**src/rtl/shift_deser_if.sv**
```systemverilog
// ----------------------------------------------------------------------------
// shift_deser_if
// Word-side valid/ready bus of the serial deserializer.
//
// Signals:
//   out_valid  producer -> consumer  holding register holds an unconsumed word
//   out_ready  consumer -> producer  word is taken when out_valid & out_ready
//   out_data   producer -> consumer  received word, bit 0 = first bit received
//
// Modports:
//   master  the deserializer (drives out_valid/out_data)
//   slave   the word consumer (drives out_ready)
// ----------------------------------------------------------------------------
interface shift_deser_if #(
    parameter int WIDTH = 4
) ();
    logic             out_valid;
    logic             out_ready;
    logic [WIDTH-1:0] out_data;

    modport master (
        output out_valid,
        output out_data,
        input  out_ready
    );

    modport slave (
        input  out_valid,
        input  out_data,
        output out_ready
    );
endinterface

```
**src/rtl/shift_deser.sv**
```systemverilog
// ----------------------------------------------------------------------------
// shift_deser
// Receive end of the shift-register serial link. Collects an LSB-first bit
// stream (one bit per ena cycle, framed by a sync pulse) and publishes each
// completed word through a valid/ready holding register.
//
// Parameters:
//   WIDTH  data bits per frame (>= 2)
//   CNTW   width of bit_cnt
//
// Ports:
//   clk         rising-edge clock
//   areset_n    asynchronous active-low reset
//   sync        frame start pulse; restarts bit collection
//   ena         serial bit valid this cycle
//   sin         serial data bit
//   out_if      word bus (master side): out_valid, out_ready, out_data
//   busy        frame in progress
//   bit_cnt     bits collected in the current frame
//   overrun     sticky: word completed while holding register full and unread
//   parity_err  sticky parity error
//
// Build option:
//   PARITY_CHECK_EN  when defined, each frame carries a trailing even-parity
//                    bit; the word is published when that bit is sampled and
//                    a bad parity sets parity_err. When undefined, the word is
//                    published on the last data bit and parity_err is 0.
// ----------------------------------------------------------------------------
module shift_deser #(
    parameter int WIDTH = 4,
    parameter int CNTW  = $clog2(WIDTH + 1)
) (
    input  logic            clk,
    input  logic            areset_n,
    input  logic            sync,
    input  logic            ena,
    input  logic            sin,
    shift_deser_if.master   out_if,
    output logic            busy,
    output logic [CNTW-1:0] bit_cnt,
    output logic            overrun,
    output logic            parity_err
);

`ifdef PARITY_CHECK_EN
    typedef enum logic [1:0] {
        IDLE   = 2'd0,
        SHIFT  = 2'd1,
        PARITY = 2'd2
    } state_t;
`else
    typedef enum logic {
        IDLE  = 1'b0,
        SHIFT = 1'b1
    } state_t;
`endif

    localparam logic [CNTW-1:0] LAST_BIT = CNTW'(WIDTH - 1);

    state_t           state;
    state_t           state_nxt;
    logic [WIDTH-1:0] sr;
    logic [WIDTH-1:0] sr_nxt;
    logic [WIDTH-1:0] sr_shift;
    logic [WIDTH-1:0] word_nxt;
    logic [CNTW-1:0]  cnt_nxt;
    logic             complete;
`ifdef PARITY_CHECK_EN
    logic             perr_set;
`endif

    // New bits enter at the top so the first bit received ends up in bit 0.
    assign sr_shift = {sin, sr[WIDTH-1:1]};
    assign busy     = (state != IDLE);

    // ------------------------------------------------------------------
    // State register
    // ------------------------------------------------------------------
    always_ff @(posedge clk or negedge areset_n) begin
        if (!areset_n) begin
            state <= IDLE;
        end else begin
            state <= state_nxt;
        end
    end

    // ------------------------------------------------------------------
    // Next state, shift register and bit counter
    // ------------------------------------------------------------------
    always_comb begin
        state_nxt = state;
        sr_nxt    = sr;
        cnt_nxt   = bit_cnt;
        word_nxt  = sr_shift;
        complete  = 1'b0;
`ifdef PARITY_CHECK_EN
        perr_set  = 1'b0;
`endif
        if (sync) begin
            // Restart from any state; a bit sampled together with sync is
            // bit 0 of the new frame.
            state_nxt = SHIFT;
            sr_nxt    = '0;
            cnt_nxt   = '0;
            if (ena) begin
                sr_nxt  = {sin, {(WIDTH - 1){1'b0}}};
                cnt_nxt = CNTW'(1);
            end
        end else if (ena) begin
            case (state)
                SHIFT: begin
                    sr_nxt = sr_shift;
                    if (bit_cnt == LAST_BIT) begin
`ifdef PARITY_CHECK_EN
                        state_nxt = PARITY;
                        cnt_nxt   = bit_cnt + 1'b1;
`else
                        state_nxt = IDLE;
                        cnt_nxt   = '0;
                        complete  = 1'b1;
`endif
                    end else begin
                        cnt_nxt = bit_cnt + 1'b1;
                    end
                end
`ifdef PARITY_CHECK_EN
                PARITY: begin
                    // Data is already complete in sr; this edge only samples
                    // the parity bit.
                    word_nxt  = sr;
                    complete  = 1'b1;
                    perr_set  = sin ^ (^sr);
                    state_nxt = IDLE;
                    cnt_nxt   = '0;
                end
`endif
                default: ;
            endcase
        end
    end

    // ------------------------------------------------------------------
    // Datapath and holding register
    // ------------------------------------------------------------------
    always_ff @(posedge clk or negedge areset_n) begin
        if (!areset_n) begin
            sr               <= '0;
            bit_cnt          <= '0;
            out_if.out_data  <= '0;
            out_if.out_valid <= 1'b0;
            overrun          <= 1'b0;
        end else begin
            sr      <= sr_nxt;
            bit_cnt <= cnt_nxt;
            if (complete) begin
                // A word landing on an unread, unaccepted register overwrites it.
                out_if.out_data  <= word_nxt;
                out_if.out_valid <= 1'b1;
                if (out_if.out_valid && !out_if.out_ready) begin
                    overrun <= 1'b1;
                end
            end else if (out_if.out_valid && out_if.out_ready) begin
                out_if.out_valid <= 1'b0;
            end
            // sync and complete are mutually exclusive, so no ordering hazard.
            if (sync) begin
                overrun <= 1'b0;
            end
        end
    end

`ifdef PARITY_CHECK_EN
    always_ff @(posedge clk or negedge areset_n) begin
        if (!areset_n) begin
            parity_err <= 1'b0;
        end else if (sync) begin
            parity_err <= 1'b0;
        end else if (perr_set) begin
            parity_err <= 1'b1;
        end
    end
`else
    assign parity_err = 1'b0;
`endif

endmodule
```
**src/flat_wrapper.sv**
```systemverilog
// flat-port wrapper written by rule: the top's interface ports become plain ports
module shift_deser_flat 
#(
    parameter int WIDTH = 4,
    parameter int CNTW  = $clog2(WIDTH + 1)
)
  (clk, areset_n, sync, ena, sin, busy, bit_cnt, overrun, parity_err, out_if_out_valid, out_if_out_data, out_if_out_ready);
  shift_deser_if #(.WIDTH(WIDTH)) out_if_i ();
  input  logic clk;
  input  logic areset_n;
  input  logic sync;
  input  logic ena;
  input  logic sin;
  output logic busy;
  output logic [CNTW-1:0] bit_cnt;
  output logic overrun;
  output logic parity_err;
  output wire logic [$bits(out_if_i.out_valid)-1:0] out_if_out_valid;
  output wire logic [$bits(out_if_i.out_data)-1:0] out_if_out_data;
  input wire logic [$bits(out_if_i.out_ready)-1:0] out_if_out_ready;
  assign out_if_out_valid = out_if_i.out_valid;
  assign out_if_out_data = out_if_i.out_data;
  assign out_if_i.out_ready = out_if_out_ready;
  shift_deser #(.WIDTH(WIDTH), .CNTW(CNTW)) u_core (.clk(clk), .areset_n(areset_n), .sync(sync), .ena(ena), .sin(sin), .out_if(out_if_i), .busy(busy), .bit_cnt(bit_cnt), .overrun(overrun), .parity_err(parity_err));
endmodule
```
**config.mk**
```make
export PLATFORM = sky130hd
export DESIGN_NAME = shift_deser_flat
export DESIGN_NICKNAME = d
export VERILOG_FILES = /design/src/rtl/shift_deser_if.sv /design/src/rtl/shift_deser.sv /design/src/flat_wrapper.sv
export SDC_FILE = /design/constraint.sdc
export NUM_CORES = 1
export LEC_CHECK = 0
export BUFFER_PORTS_ARGS = -buffer_cell sky130_fd_sc_hd__buf_2
export CAP_MARGIN = 25
export CORE_AREA = 5 5 42 44
export DETAILED_ROUTE_END_ITERATION = 16
export DIE_AREA = 0 0 47 49
export GPL_TIMING_DRIVEN = 0
export PLACE_DENSITY = 0.77
export SYNTH_ARGS = -nofsm -noshare
export SYNTH_HDL_FRONTEND = slang
export SYNTH_SLANG_ARGS = --single-unit
```
**constraint.sdc**
```tcl
create_clock -name clk -period 1.6 [get_ports clk]
set_input_delay 0.32 -clock clk [delete_from_list [all_inputs] [get_ports clk]]
set_output_delay 0.32 -clock clk [all_outputs]
set_load 0.01 [all_outputs]
```
Yosys cells after proc, flatten, opt, wreduce, memory -nomap -nowiden
Index checks and enable logic that the tools add are counted.
- bits in read-only memories: 0
- bits in writable memories: 0
- bits in latches: 0
- flip-flop bits (word level): 14
- memories kept: 0
- reduce and logical (&&, ||, !) cells: 10
- add/subtract/negate cells: 1
- bitwise operators: 0
- $mul: 0
- divide/modulo/power cells: 0
- shift-type cells: 0
- equality and inequality tests: 1
- magnitude comparators: 0
- muxes and demuxes: 22
- operators with widths (kind ; number):
    $mux W4 ; 4
    $mux W1 ; 14
    $mux W3 ; 4
    $reduce_bool A2 Y1 ; 5
    $reduce_and A2 Y1 ; 2
    $add A3 B1 Y3 const B ; 1
    $eq A3 B2 Y1 const B ; 1
    $logic_and A1 B1 Y1 ; 2
    $logic_not A1 Y1 ; 1

Depth between registers and ports, before layout
- depth after elaboration: 7
- gate-level depth with buffers: 5

Worst setup path before layout
Ideal clock, no wire load.
- path type: flip-flop to flip-flop
- start: register u_core.bit_cnt[0]
- end: register u_core.out_if.out_data[0]
- arrival time: 1391 ps
- setup slack: 84 ps
- period minus slack after synthesis: 1516 ps
- required time: 1475 ps
- cell stages (with the launch flop): 6
- cell sequence: dfrtp_1 > ha_1 > nand3_2 > or3_1 > buf_6 > mux2_4
- longest elaborated chain between the ends: 5
- ends and longest elaborated chain (item ; RTL line ; source):
    start: declaration ; shift_deser.sv:40 ; output logic [CNTW-1:0] bit_cnt,
    start signal: assignment ; shift_deser.sv:154 ; bit_cnt <= cnt_nxt;
    $eq A3 B2 Y1 ; shift_deser.sv:113 ; if (bit_cnt == LAST_BIT) begin
    $mux W1 ; shift_deser.sv:113 ;
    $mux W1 ; shift_deser.sv:110 ; case (state)
    $mux W1 ; shift_deser.sv:109 ; end else if (ena) begin
    $mux W1 ; shift_deser.sv:99 ; if (sync) begin
    end signal: assignment ; shift_deser.sv:157 ; out_if.out_data <= word_nxt;
    end: declaration ; shift_deser_if.sv:23 ; output out_data,
Every way passes these cells.
A chain may end at the register's enable or synchronous reset.

Final worst setup path
- start: register u_core.bit_cnt[0]
- end: register u_core.out_if.out_data[3]
Same word-level chain as after synthesis.

==> run summary <==
commonest cells after routing, fill and taps aside -> buf_2 (14), dfrtp_1 (13), nand2_1 (10), a21oi_1 (4), mux2_4 (4)
initial antenna violation count -> 0
largest fanout on the critical path -> 6
via count -> 405
Max Clk Rate -> 680 MHz
Fin Setup TNS -> 0 ps
GPL Wtd Cong -> 0.760
CP Buf/Inv Count -> 0
CTS buffer count -> 3
Max clock buf depth -> 2
post-synthesis sequential area ratio -> 55.2%
WL/cell -> 11.8 µm
Synth area leaders -> dfrtp_1 (55%), mux2_4 (10%), nand2_1 (6.4%)
Site Rows -> 14
Final HPWL DP -> 778 µm
Setup Viol. Count Final -> 0
area delta synth->final -> 20.0%
Yosys warning count -> 0
min-delay worst type -> in2reg
post-synth top area share -> 55.2%
CTS tree -> built
routed vias/inst -> 4.76
worst-case clock skew -> 3.17 ps
Crit path max-delay family -> simple AND/OR/NAND/NOR gates
max cap viols -> 0
first-pass GRT wire length -> 1800 µm
final hold violation count -> 0
Final Cycle Share -> 91.9%
vias in the first global route -> 429
Syn Area/Cell -> 11.3 µm²
post-synthesis register bit count -> 13
Overall Global Routing Usage -> 10.3%
Mapped Nets -> 59
critical path class -> reg2reg
Critical Path Max Stage Delay -> 390 ps
I/O pin count -> 17
Die Y -> 49 µm
Residual DRC -> 0
CTS H-tree lvls -> 1
fill cell count -> 140
die area -> 2300 µm²
Post-Syn Instances -> 52
cell area power density -> 967 nW/µm²
setup ws final -> 130 ps
Data required, critical path -> 1750 ps
RSZ-0062 raised after global routing -> no
Die Wd -> 47 µm
post-synth top area cell -> dfrtp_1
fin. max-slew vios -> 0
Crit-path slowest cell -> dfrtp_1
Port Buffers -> 13
status -> finished clean
crit end category -> flip-flop
storage element area -> 325 µm²
Layout Nets -> 77
Post-Syn Area -> 589 µm²
crit-path cells -> ha_2 -> nand3_2 -> or3_4 -> mux2_4
antenna diode count -> 0
Worst Path Arrival -> 1620 ps
post-synth cell types -> 19
Final ANT Viol Nets -> 0
TritonCTS Sinks -> 13
total gr overflow -> 0
Clock Pin Slew Worst Setup and Hold Paths -> 80 ps
share of cells above drive strength 1 -> 40.6%
commonest non-fill, non-tap cell in the layout -> buf_2
initial drt markers -> 7
core area -> 1400 µm²
Setup WS pre-CTS -> 72.4 ps
CP Launch Type -> flip-flop
drt first pass iters -> 2
Post-Route WL -> 1010 µm
clk root buf -> clkbuf_4
Multi-input gate area -> 225 µm²
initial core utilization -> 42.1%
Leakage -> 0.373 nW
Period minus WS final -> 1470 ps
Worst VDD drop -> 0.405 mV
post-CTS setup buffer count -> 0
Clk Latency, worst-skew pair -> 260 ps
largest net degree at the start of global routing -> 14
## through the flow
step	cell area (µm²)	hold slack (ps)	utilization, %	total power [mW]	std cells
after CTS	711	307	50.7	0.696	86
after global routing	707	308	50.4	0.728	85
after floorplan	589	24.4	-	0.452	52
after global placement	674	217	48.1	0.494	81
final	707	308	50.4	0.684	85
after detailed placement	674	221	48.1	0.499	81
## power by group
part / total [mW] / internal, mW / switching [mW]
clock: 0.192 / 0.0962 / 0.0955
combinational: 0.118 / 0.0619 / 0.0558
sequential: 0.374 / 0.356 / 0.0180
total: 0.684 / 0.515 / 0.169
## cell families (layout without fill, tap and decap cells)
| group | count (synthesis) | in the layout | synth area share, % |
|---|---|---|---|
| DFF | 13 | 13 | 55.2 |
| AOI/OAI and AO/OA | 8 | 8 | 7.43 |
| muxes | 4 | 4 | 10.2 |
| and+or+nand+nor | 19 | 19 | 16.6 |
| adders and majority gates | 1 | 1 | 2.12 |
| buffers and inverters | 6 | 23 | 7.85 |
| other | 1 | 1 | 0.636 |
## worst paths after layout
path | end | slack (ps) | cells past startpoint | start
worst min register to register | u_core.out_if.out_data[1] | 510 | 1 | u_core.out_if.out_data[1]
max in group asynchronous | u_core.out_if.out_data[2] | 920 | 2 | areset_n
worst min-delay path | u_core.sr[3] | 310 | 3 | sin
worst max-delay path | u_core.out_if.out_data[3] | 130 | 4 | u_core.bit_cnt[0]
worst max register to register | u_core.out_if.out_data[3] | 130 | 4 | u_core.bit_cnt[0]
min in group asynchronous | u_core.bit_cnt[1] | 460 | 2 | areset_n
## timing repair
action / in CTS / in global routing
endpoints found under the hold margin: 13 / 0
setup endpoints to repair: 0 / 4
hold buffers: 1 / 0
gates resized for setup: 0 / 2
## Yosys cell counts
master / n
nand2_1: 10
and3b_2: 1
buf_4: 2
or3_1: 1
nor2b_1: 1
dfrtp_1: 13
o211ai_1: 1
o22ai_1: 1
a21oi_1: 4
nand3_1: 3
o21ai_0: 2
buf_2: 1
mux2_4: 4
nand3_2: 1
ha_1: 1
inv_1: 1
conb_1: 1
buf_6: 2
nand2b_1: 2
## worst reg2reg max path, cell delays in order, from the launching register on
cell     delay, ps
dfrtp_1        390
ha_2           200
nand3_2         70
or3_4          390
mux2_4         310
## flip-flops by register name, summed over array words and instances (netlist names)
| register | flops |
|---|---|
| u_core.bit_cnt | 3 |
| u_core.busy | 1 |
| u_core.out_if.out_data | 4 |
| u_core.out_if.out_valid | 1 |
| u_core.overrun | 1 |
| u_core.sr | 3 |
## metal layers
metal	track usage (%)	wire, µm
met5	0	0
met1	13.8	468
met3	3.32	62
met4	2.30	0
met2	15.8	475
## cell type report
| type | count | area share, % |
|---|---|---|
| Timing Repair Buffer | 14 | 10.6 |
| Clock buffer | 4 | 3.72 |
| Buffer | 4 | 4.42 |
| Tap cell | 16 | 2.83 |
| Sequential cell | 13 | 46.0 |
| Inverter | 1 | 0.531 |
| Multi-Input combinational cell | 33 | 31.9 |
Note: power is estimated with default switching activity, not from simulation.
